### config.mk
export PLATFORM = sky130hd
export DESIGN_NAME = stream_demux_1_4
export DESIGN_NICKNAME = d
export VERILOG_FILES = /design/src/rtl/stream_demux_1_4.sv
export SDC_FILE = /design/constraint.sdc
export NUM_CORES = 1
export LEC_CHECK = 0
export BUFFER_PORTS_ARGS = -buffer_cell sky130_fd_sc_hd__buf_4
export CORE_ASPECT_RATIO = 1.25
export CORE_MARGIN = 2
export CORE_UTILIZATION = 47
export DETAILED_ROUTE_END_ITERATION = 8
export GPL_ROUTABILITY_DRIVEN = 0
export PLACE_DENSITY = 0.77
export SYNTH_ARGS = -nofsm -noshare
export SYNTH_HDL_FRONTEND = slang
export SYNTH_SLANG_ARGS = --single-unit
### constraint.sdc
create_clock -name clk -period 2 [get_ports clk]
set_input_delay 0.3 -clock clk [delete_from_list [all_inputs] [get_ports clk]]
set_output_delay 0.3 -clock clk [all_outputs]
set_load 0.02 [all_outputs]
### src/rtl/stream_demux_1_4.sv
// 1-to-4 valid/ready stream demultiplexer with one register stage per channel.
// Destination comes from in_sel or from an internal round-robin pointer.
module stream_demux_1_4 #(
    parameter int W = 4
) (
    input  logic         clk,
    input  logic         rst_n,
    input  logic         rr_mode,
    input  logic         in_valid,
    output logic         in_ready,
    input  logic [W-1:0] in_data,
    input  logic [1:0]   in_sel,
    output logic [3:0]   out_valid,
    input  logic [3:0]   out_ready,
    output logic [W-1:0] out_data0,
    output logic [W-1:0] out_data1,
    output logic [W-1:0] out_data2,
    output logic [W-1:0] out_data3,
    output logic [1:0]   rr_ptr
);

    logic [3:0]   r_valid;
    logic [W-1:0] r_data [4];
    logic [1:0]   r_ptr;

    logic [1:0]   w_dst;
    logic [3:0]   w_free;
    logic         w_acc;

    assign w_dst  = rr_mode ? r_ptr : in_sel;
    assign w_free = ~r_valid | out_ready;
    // Held in reset so in_ready shows the cleared state before the edge
    assign in_ready = ~rst_n | w_free[w_dst];
    assign w_acc    = in_valid & w_free[w_dst];

    always_ff @(posedge clk) begin
        if (!rst_n) begin
            r_valid <= 4'b0000;
            r_ptr   <= 2'd0;
            for (int k = 0; k < 4; k++) begin
                r_data[k] <= '0;
            end
        end else begin
            for (int k = 0; k < 4; k++) begin
                if (w_acc && (w_dst == 2'(k))) begin
                    r_data[k]  <= in_data;
                    r_valid[k] <= 1'b1;
                end else if (out_ready[k]) begin
                    r_valid[k] <= 1'b0;
                end
            end
            if (w_acc && rr_mode) begin
                r_ptr <= r_ptr + 2'd1;
            end
        end
    end

    assign out_valid = r_valid;
    assign out_data0 = r_data[0];
    assign out_data1 = r_data[1];
    assign out_data2 = r_data[2];
    assign out_data3 = r_data[3];
    assign rr_ptr    = r_ptr;

endmodule
# Word-level counts from Yosys, hierarchy flattened

Memories as Yosys holds them, arrays and structs flattened.
Cells that the tools add are included.

Flip-flop bits (word level): 6
Word-level logic and storage cells: 58
Memories kept: 1
Input port bits: 14
Output and inout port bits: 23
RAM bits: 16

Memories:

| name   | words | bits a word | read ports | clocked after memory_dff | wr ports | RTL line | RTL |
|---|---|---|---|---|---|---|---|
| r_data | 4     | 4           | 4          | 0                        | 4        | 23       | `logic [W-1:0] r_data [4];` |

$lt $le $gt $ge: 1
Equality and inequality tests: 3
Bitwise logic cells: 9
Reduce and logical (&&, ||, !) cells: 10
Multiplexer cells: 28
Add/subtract/negate cells: 1

Operator list:

| operator              | count |
|---|---|
| $mux W1               | 22 |
| $mux W4               | 4 |
| $reduce_bool A2 Y1    | 4 |
| $logic_and A1 B1 Y1   | 5 |
| $or A1 B1 Y1          | 5 |
| $eq A2 B2 Y1 const B  | 2 |
| $not A4 Y4            | 1 |
| $or A4 B4 Y4          | 1 |
| $lt A2 B3 Y1 const B  | 1 |
| $add A2 B1 Y2 const B | 1 |
| $bmux W1 S2           | 1 |
| $eq A2 B1 Y1 const B  | 1 |
| $logic_not A2 Y1      | 1 |
| $mux W2               | 1 |
| $and A1 B1 Y1         | 1 |
| $not A1 Y1            | 1 |

# Longest topological paths before layout

Gate-level depths: netlist (run 1).

Word-level depth: 10
Mapped depth: 6
Mapped depth without buffers: 5

# Worst setup path before layout (run 1)

No wires, ideal clock.

Path kind: in2reg
Start: input port rr_mode
End: memory r_data[0][0] (enable)
Path slack: 0.219 ns
Path buffers: 1
Arrival: 1.420 ns
Data required time: 1.639 ns
Stages: 4
Library setup time: 0.361 ns
Path through: buf_6 mux2_4 or2_2 o21ai_0

RTL lines:

| item        | RTL line | RTL |
|---|---|---|
| from (decl) | 8        | `input logic rr_mode,` |
| to (decl)   | 23       |  |

# Final worst setup path (run 1)

Start: register r_ptr[0] (netlist: rr_ptr[0])
End: output port in_ready

Longest elaborated chain between the ends: 4

Ends and longest elaborated chain:

| item                          | RTL line | RTL |
|---|---|---|
| from (decl)                   | 24       | `logic [1:0] r_ptr;` |
| from (signal assigned)        | 53       | `r_ptr <= r_ptr + 2'd1;` |
| $mux W2                       | 30       | `assign w_dst = rr_mode ? r_ptr : in_sel;` |
| $bmux W1 S2                   | 33       | `assign in_ready = ~rst_n \| w_free[w_dst];` |
| $mux W1 (not written as such) | 33       |  |
| $or A1 B1 Y1                  | 33       |  |
| to (decl)                     | 10       | `output logic in_ready,` |

Every way passes these cells. The select of a mux whose other input is x is not followed.

==> results.json, run 1 <==
{
  "worstHoldEndpoint": "out_valid[2]$_SDFFE_PN0P_",
  "yosysWarnings": 0,
  "instances_no_fill": 142,
  "yosysTopAreaCellShare": 0.492,
  "tightest_slew_ps": 551,
  "powerDensity_nw_per_um2": 702,
  "clkSinkCount": 22,
  "min-delay-start": "rst_n",
  "synth.distinct_cells": 21,
  "p_clk_frac": 0.259,
  "portBuffers": 36,
  "rsz0062_at_grt": "false",
  "pwr-share-comb": 0.177,
  "vias": 752,
  "insertion_delay_ps": 310,
  "final_nets": 137,
  "drtIter0Drc": 9,
  "via_per_inst": 5.30,
  "die_y_um": 54.9,
  "core-area_um2": 1960,
  "cts.reportedPaths.clkPinSlew_ps": 120,
  "fmax_ghz": 0.525,
  "synthFlopType": "edfxtp_1",
  "area_growth_pct": 35.9,
  "worstReg2RegEnd": "rr_ptr[1]$_SDFFE_PN0P_",
  "syn_area_um2": 976,
  "yosysTopAreaCell": "edfxtp_1",
  "setup_ws_ps": 94.8,
  "diodes": 0,
  "cts-root-buf": "clkbuf_4",
  "hp-class": "input pin to flop",
  "drive_gt1_frac": 0.410,
  "fp.dieW_um": 44.8,
  "setup_violations": 0,
  "endpoint_kind": "output port",
  "ioPinCount": 37,
  "worstHoldPathCells": 2,
  "synth-seq-cells": 22,
  "status": "completed",
  "rows": 18,
  "r2r_start": "rr_ptr[0]$_SDFFE_PN0P_",
  "gr-total-overflow": 0,
  "drc": 0,
  "dieArea_um2": 2460,
  "cp-start-kind": "flop",
  "postSynthCellCount": 80,
  "ys_top_cells_by_count": "and2_1, edfxtp_1, o21ai_0",
  "cp.arrival_ps": 1610,
  "cap_violations": 0,
  "numCtsBuffers": 3,
  "multi_input_area_um2": 360,
  "final.min_clock_period_ps": 1910,
  "place_hpwl_mm": 1.52,
  "relSlewSlack": 0.629,
  "p_leak_nw": 0.603,
  "grt_pass1_vias": 662,
  "power_frac_seq": 0.564,
  "initial_core_util": 0.498,
  "startpoint": "rr_ptr[0]$_SDFFE_PN0P_",
  "grtUsageTotal": 0.169,
  "antenna_found_initial": 0,
  "required_ps": 1700,
  "register_area_um2": 601,
  "first_pass_iters": 4,
  "grt_pass1_wl_mm": 2.93,
  "netlist_top_cells_area": "edfxtp_1, dfxtp_1, and2_1",
  "async_reset_ff_frac": 0,
  "finClkSkew_ps": 4.32,
  "placed_cell_area_um2": 1280,
  "peakVddDrop_mv": 0.434,
  "synth_edf_count": 16,
  "r2r_cells": 6,
  "fin_tns_setup_ps": 0,
  "placed_cells": 137,
  "clk_path_buf_depth": 2,
  "grt_max_degree": 14,
  "power_switching_w": 0.000226,
  "place_ws_ps": 223,
  "internal_power_w": 0.000705,
  "fillers": 165,
  "crit_type": "flop to output port",
  "ys_seq_area_frac": 0.615,
  "finalHoldViolations": 0,
  "htreeDepth": 1,
  "crit_fanout": 8,
  "cts_tree": "built",
  "final_max_slew_viol_count": 0,
  "avgSynthCellArea_um2": 12.2,
  "ant_nets": 0,
  "netSwitchingFraction": 0.243,
  "rrSetupSlack_ps": 270,
  "whs_ps": 288,
  "min_period_over_period": 0.953,
  "postLayoutCellArea_um2": 1330,
  "synth_fp_nets": 94,
  "routed_wl_mm": 1.95,
  "wl_per_cell_um": 13.7
}
[power groups by stage]
stage | Combinational, W | Sequential, W | Clock (W)
after floorplan | 0.0000513 | 0.000569 | 0
after global placement | 0.000159 | 0.000534 | 0
after detailed placement | 0.000163 | 0.000536 | 0
after CTS | 0.000163 | 0.000526 | 0.000242
after global routing | 0.000176 | 0.000528 | 0.000266
final | 0.000165 | 0.000525 | 0.000241
[registers in the layout, indices dropped and copies added, names as in the netlist]
register and count:
out_valid 4, r_data 16, rr_ptr 2
[stage by stage]
stage,util,total power (W)
floorplan,-,0.000620
global placement,0.653,0.000693
detailed placement,0.653,0.000699
CTS,0.671,0.000930
global route,0.677,0.000970
finish,0.677,0.000931
[logic make-up after synthesis]
kind of cell           count (synthesis)  synth area share
AND/OR/NAND/NOR                       36             0.208
flip-flops                            22             0.615
AO/OA/AOI/OAI                         13            0.0820
multiplexers                           6            0.0756
buffers and inverters                  3            0.0192
[critical path: stages (launching register included)]
cell and delay, ps:
dfxtp_1 360, mux2_4 310, mux2i_2 180, mux2i_2 210, nand2_1 80, buf_4 150
[placed cells by master, fill, tap and decap left out, drive strengths merged, types with 2 or more instances in the layout]
cell type	netlist	final
mux2	2	2
mux2i	4	4
nand2	5	5
dfxtp	6	6
and2	16	16
clkbuf	1	4
buf	1	40
nor2	2	2
a21boi	2	2
nand3	4	4
nor2b	4	4
o21ai	7	7
or3	2	2
edfxtp	16	16
a21o	4	4
[layer usage]
metal	track usage	wire (um)	up-vias
met2	0.285	1020	28
li1	-	-	365
met5	0	0	-
met3	0.0292	118	7
met1	0.198	755	352
met4	0.111	54	0
[cell type report]
class | count | share of cell area
inverters | 1 | 0.00283
multi-input cells | 55 | 0.272
flip-flops and latches | 22 | 0.453
clock buffers | 4 | 0.0274
well taps | 20 | 0.0189
repair buffers | 40 | 0.226
[worst max-delay path by stage]
| stage | slack [ps] | to | cells after the start |
|---|---|---|---|
| 5_1_grt | 9 | in_ready | 5 |
| 2_1_floorplan | 220 | r_data[0][0]$_SDFFCE_PN0P_ | 4 |
| 3_5_place_dp | 220 | r_data[1][0]$_SDFFCE_PN0P_ | 4 |
| 4_1_cts | 40 | in_ready | 5 |
| 3_3_place_gp | 250 | r_data[2][2]$_SDFFCE_PN0P_ | 6 |
| 6_report | 90 | in_ready | 5 |
[timing repair]
item                                   CTS  global route
resized for setup                        0             1
setup buffers                            0             1
endpoints found under the hold margin    0             0
setup endpoints to repair                0             1
hold buffers                             0             0
(Power assumes the default switching activity.)
==> run 2: changes to the inputs <==
Settings changed: MAX_ROUTING_LAYER set to met4.
==> results.json, run 2 (synthesis gave the netlist of run 1 again) <==
{
  "cp.arrival_ps": 1600,
  "core-area_um2": 1960,
  "cts.reportedPaths.clkPinSlew_ps": 110,
  "numCtsBuffers": 3,
  "die_y_um": 54.9,
  "place_hpwl_mm": 1.52,
  "critPathMaxStageDelay_ps": 360,
  "min-delay-start": "rst_n",
  "worstReg2RegEnd": "rr_ptr[1]$_SDFFE_PN0P_",
  "grt_max_degree": 14,
  "r2r_cells": 6,
  "dieArea_um2": 2460,
  "postCtsHoldBufs": 0,
  "cts-root-buf": "clkbuf_4",
  "via_per_inst": 5.27,
  "largest_reg_flops": 16,
  "fillers": 165,
  "endpoint_kind": "output port",
  "layout_common_cells": "buf_4, and2_1, edfxtp_1, o21ai_0, dfxtp_1",
  "grt_pass1_wl_mm": 2.94,
  "cp-start-kind": "flop",
  "drc": 0,
  "hp-class": "input pin to flop",
  "fin_util": 0.677,
  "status": "completed",
  "clk_path_buf_depth": 2,
  "postLayoutCellArea_um2": 1330,
  "initial_core_util": 0.498,
  "worstHoldEndpoint": "out_valid[2]$_SDFFE_PN0P_",
  "relSlewSlack": 0.630,
  "area_growth_pct": 35.9,
  "placed_cell_area_um2": 1280,
  "min_period_over_period": 0.951,
  "first_pass_iters": 4,
  "critPathSlowestCell": "dfxtp_1",
  "antenna_found_initial": 0,
  "gr-total-overflow": 0,
  "ioPinCount": 37,
  "drtIter0Drc": 9,
  "cp_cell_sequence": "mux2_4, mux2i_2, mux2i_2, nand2_1, buf_4",
  "drive_gt1_frac": 0.410,
  "grtUsageTotal": 0.176,
  "crit_type": "flop to output port",
  "insertion_delay_ps": 300,
  "diodes": 0,
  "worstHoldPathCells": 2,
  "fmax_ghz": 0.526,
  "crit_fanout": 8,
  "final.min_clock_period_ps": 1900,
  "routed_wl_mm": 1.94,
  "htreeDepth": 1,
  "fp.dieW_um": 44.8,
  "ant_nets": 0,
  "powerDensity_nw_per_um2": 701,
  "required_ps": 1700,
  "peakVddDrop_mv": 0.436,
  "final_nets": 137,
  "wl_per_cell_um": 13.7,
  "vias": 748,
  "clkSinkCount": 22,
  "regMostFlops": "r_data",
  "rows": 18,
  "setup_violations": 0,
  "cap_violations": 0,
  "rsz0062_at_grt": "false",
  "tightest_slew_ps": 549,
  "r2r_start": "rr_ptr[0]$_SDFFE_PN0P_",
  "whs_ps": 292,
  "path_common_cell": "mux2i_2",
  "grt_pass1_vias": 656,
  "finClkSkew_ps": 2.87,
  "fin_tns_setup_ps": 0,
  "portBuffers": 36,
  "cts_tree": "built",
  "layout_commonest_cell": "buf_4",
  "final_max_slew_viol_count": 0,
  "p_leak_nw": 0.603,
  "finalHoldViolations": 0,
  "rrSetupSlack_ps": 270
}
## run 2: worst max-delay path by stage
| stage | end | cells past startpoint | from | slack (ps) |
|---|---|---|---|---|
| 2_1_floorplan | r_data[0][0]$_SDFFCE_PN0P_ | 4 | rr_mode | 220 |
| 3_3_place_gp | r_data[2][2]$_SDFFCE_PN0P_ | 6 | rr_mode | 250 |
| 3_5_place_dp | r_data[1][0]$_SDFFCE_PN0P_ | 4 | rr_mode | 220 |
| 4_1_cts | in_ready | 5 | rr_ptr[0]$_SDFFE_PN0P_ | 40 |
| 5_1_grt | in_ready | 5 | rr_ptr[0]$_SDFFE_PN0P_ | 4 |
| 6_report | in_ready | 5 | rr_ptr[0]$_SDFFE_PN0P_ | 100 |
## run 2: layout make-up
cell class | count | area [um^2] | area share
Timing Repair Buffer | 40 | 300 | 0.226
Sequential cell | 22 | 601 | 0.453
Tap cell | 20 | 25.0 | 0.0189
Inverter | 1 | 3.75 | 0.00283
Multi-Input combinational cell | 55 | 360 | 0.272
Clock buffer | 4 | 36.3 | 0.0274
## run 2: power by group
group	internal [W]	leakage [nW]	total (W)	switching (W)
Clock	0.000111	0.0210	0.000239	0.000128
Combinational	0.0000780	0.366	0.000165	0.0000868
Sequential	0.000516	0.217	0.000525	0.00000987
Total	0.000705	0.603	0.000929	0.000225
## run 2: metrics by stage
| step | instances | power [W] | setup WS [ps] |
|---|---|---|---|
| floorplan | 80 | 0.000620 | 219 |
| global placement | 137 | 0.000693 | 253 |
| detailed placement | 137 | 0.000699 | 223 |
| CTS | 141 | 0.000930 | 42.8 |
| global route | 142 | 0.000973 | 3.52 |
| finish | 142 | 0.000929 | 97.9 |
## run 2: repair_timing
action,4_1_cts,5_1_grt
setup endpoints to repair,0,1
setup buffers,0,1
resized for setup,0,1
## run 2: critical path: cells and delay by family (launching register included)
family	cells	cell delay (ps)
buf+inv	1	150
simple gates	1	80
mux	3	700
flops	1	360
## run 2: per-layer routing
metal / up-vias / part of all wire / GRT usage
li1: 365 / - / -
met3: 7 / 0.057 / 0.0390
met4: 0 / 0.028 / 0.111
met5: - / 0 / -
met2: 28 / 0.53 / 0.285
met1: 348 / 0.38 / 0.198
==> run 3: changes to the inputs <==
Settings changed: ABC_AREA set to 1.
==> results.json, run 3 <==
{
  "status": "completed",
  "place_hpwl_mm": 1.58,
  "p_total_w": 0.00103,
  "p_leak_nw": 0.641,
  "wl_per_cell_um": 11.9,
  "grt_pass1_wl_mm": 3.10,
  "synth_xor_area_frac": 0,
  "cts_tree": "built",
  "min_period_over_period": 0.888,
  "postCtsHoldBufs": 0,
  "synthFlopType": "edfxtp_1",
  "synthAdderAreaFrac": 0,
  "powerDensity_nw_per_um2": 778,
  "insertion_delay_ps": 300,
  "area_growth_pct": 35.1,
  "rsz0062_at_grt": "false",
  "clkSinkCount": 22,
  "largest_reg_flops": 16,
  "cap_violations": 0,
  "fin_tns_setup_ps": 0,
  "yosysMostFrequentCell": "nand2_1",
  "final_nets": 158,
  "critPathMaxStageDelay_ps": 370,
  "htreeDepth": 1,
  "layout_common_cells": "buf_4, nand2_1, nor2_1, edfxtp_1, inv_1",
  "startpoint": "rr_ptr[0]$_SDFFE_PN0P_",
  "final_max_slew_viol_count": 0,
  "regMostFlops": "r_data",
  "synth-seq-cells": 22,
  "endpoint_kind": "output port",
  "numCtsBuffers": 3,
  "async_reset_ff_frac": 0,
  "yosysWarnings": 0,
  "finalHoldViolations": 0,
  "path_common_cell": "nand2_1",
  "required_ps": 1700,
  "dieArea_um2": 2470,
  "cp_cell_sequence": "nand2_1, nand2_2, nand2_1, nand2_1, nand2_1, nand2_2, nand2_1, buf_4",
  "peakVddDrop_mv": 0.530,
  "layout_commonest_cell": "buf_4",
  "cts.reportedPaths.clkPinSlew_ps": 120,
  "rows": 18,
  "drive_gt1_frac": 0.343,
  "fillers": 173,
  "ys_seq_area_frac": 0.613,
  "antenna_found_initial": 0,
  "avgSynthCellArea_um2": 9.42,
  "ioPinCount": 37,
  "synth_compound_area_frac": 0.0204,
  "core-area_um2": 1980,
  "finClkSkew_ps": 6.49,
  "grtUsageTotal": 0.180,
  "synth-simple-area-share": 0.305,
  "cts_resized": 0,
  "crit_fanout": 5,
  "hp-class": "input pin to flop",
  "diodes": 0,
  "grt_max_degree": 15,
  "fmax_ghz": 0.563,
  "portBuffers": 36,
  "postSynthCellCount": 104,
  "cp.arrival_ps": 1480,
  "place_ws_ps": 259,
  "grt_pass1_vias": 763,
  "ant_nets": 0,
  "vias": 810,
  "crit_end": "in_ready",
  "fp.dieW_um": 44.8,
  "rrSetupSlack_ps": 340,
  "clk_path_buf_depth": 2,
  "synth_top_family_by_area": "simple AND/OR/NAND/NOR gates",
  "cp-start-kind": "flop",
  "synth_fp_nets": 118,
  "r2r_start": "rr_ptr[1]$_SDFFE_PN0P_",
  "critPathSlowestCell": "dfxtp_1",
  "synth.distinct_cells": 17,
  "ys_top_cells_by_count": "nand2_1, nor2_1, edfxtp_1",
  "syn_area_um2": 980,
  "die_y_um": 55.0,
  "drc": 0,
  "routed_wl_mm": 1.95,
  "postCtsSetupBuffers": 0,
  "final.min_clock_period_ps": 1780,
  "drtIter0Drc": 10,
  "yosysTopAreaCellShare": 0.490,
  "netlist_top_cells_area": "edfxtp_1, dfxtp_1, nand2_1",
  "setup_ws_ps": 223,
  "synth_edf_count": 16,
  "cts-root-buf": "clkbuf_4",
  "relSlewSlack": 0.776,
  "initial_core_util": 0.494,
  "tightest_slew_ps": 334,
  "gr-total-overflow": 0,
  "first_pass_iters": 4,
  "via_per_inst": 4.97,
  "worstReg2RegEnd": "r_data[1][3]$_SDFFCE_PN0P_",
  "setup_violations": 0,
  "crit_type": "flop to output port",
  "yosysTopAreaCell": "edfxtp_1",
  "muxShareOfSynthArea": 0,
  "r2r_cells": 9
}
==> run 3: changes by cell type after synthesis, moves of 3 or more <==
cell     change
nand2_1     +19
nor2_1      +17
and2_1      -16
inv_1       +12
nor3_1       +7
o21ai_0      -7
a21o_1       -4
nor2b_1      -4
nand2_2      +3
o21ai_1      +3
==> run 3: how the worst min path moves through the flow <==
stage / end / cells past startpoint / startpoint
3_5_place_dp: rr_ptr[0]$_SDFFE_PN0P_ / 2 / rr_ptr[0]$_SDFFE_PN0P_
6_report: out_valid[3]$_SDFFE_PN0P_ / 4 / out_ready[3]
5_1_grt: out_valid[3]$_SDFFE_PN0P_ / 4 / out_ready[3]
2_1_floorplan: out_valid[1]$_SDFFE_PN0P_ / 2 / rst_n
4_1_cts: out_valid[3]$_SDFFE_PN0P_ / 4 / out_ready[3]
3_3_place_gp: rr_ptr[0]$_SDFFE_PN0P_ / 2 / rr_ptr[0]$_SDFFE_PN0P_
==> run 3: kinds of logic after synthesis <==
group,count (synthesis)
compound gates,4
flops,22
buf+inv,16
simple gates,62
==> run 3: metrics by stage <==
step / instances / instance area [um^2] / utilization / hold slack [ps]
final: 163 / 1320 / 0.668 / 248
after floorplan: 104 / 980 / - / 419
after global placement: 159 / 1270 / 0.641 / 491
after CTS: 163 / 1320 / 0.668 / 237
after global routing: 163 / 1320 / 0.668 / 248
after detailed placement: 159 / 1270 / 0.641 / 494
==> run 3: layer usage <==
layer  track usage  share of wire
met1         0.190           0.38
met2         0.333           0.55
met3        0.0292          0.057
met4        0.0735          0.014
met5             -              0
==> run 3: area by class of cell <==
type	instances	area (um^2)	area share
tap	20	25.0	0.0189
multi-input combinational	66	319	0.241
sequential	22	601	0.454
timing repair buffer	36	270	0.204
clock buffer	3	22.5	0.0170
inverter	15	56.3	0.0425
clock inverter	1	30.0	0.0227
==> run 3: power by group <==
group | switching, W | leakage [nW] | total, W | internal (W)
combinational | 0.000105 | 0.396 | 0.000172 | 0.0000676
sequential | 0.00000883 | 0.217 | 0.000526 | 0.000517
clock | 0.000129 | 0.0279 | 0.000331 | 0.000202
total | 0.000243 | 0.641 | 0.00103 | 0.000787
==> run 3: critical path: cells and delay by family (launching register included) <==
family        cells  cell delay (ps)
flops             1              370
simple gates      7              640
buf+inv           1              150
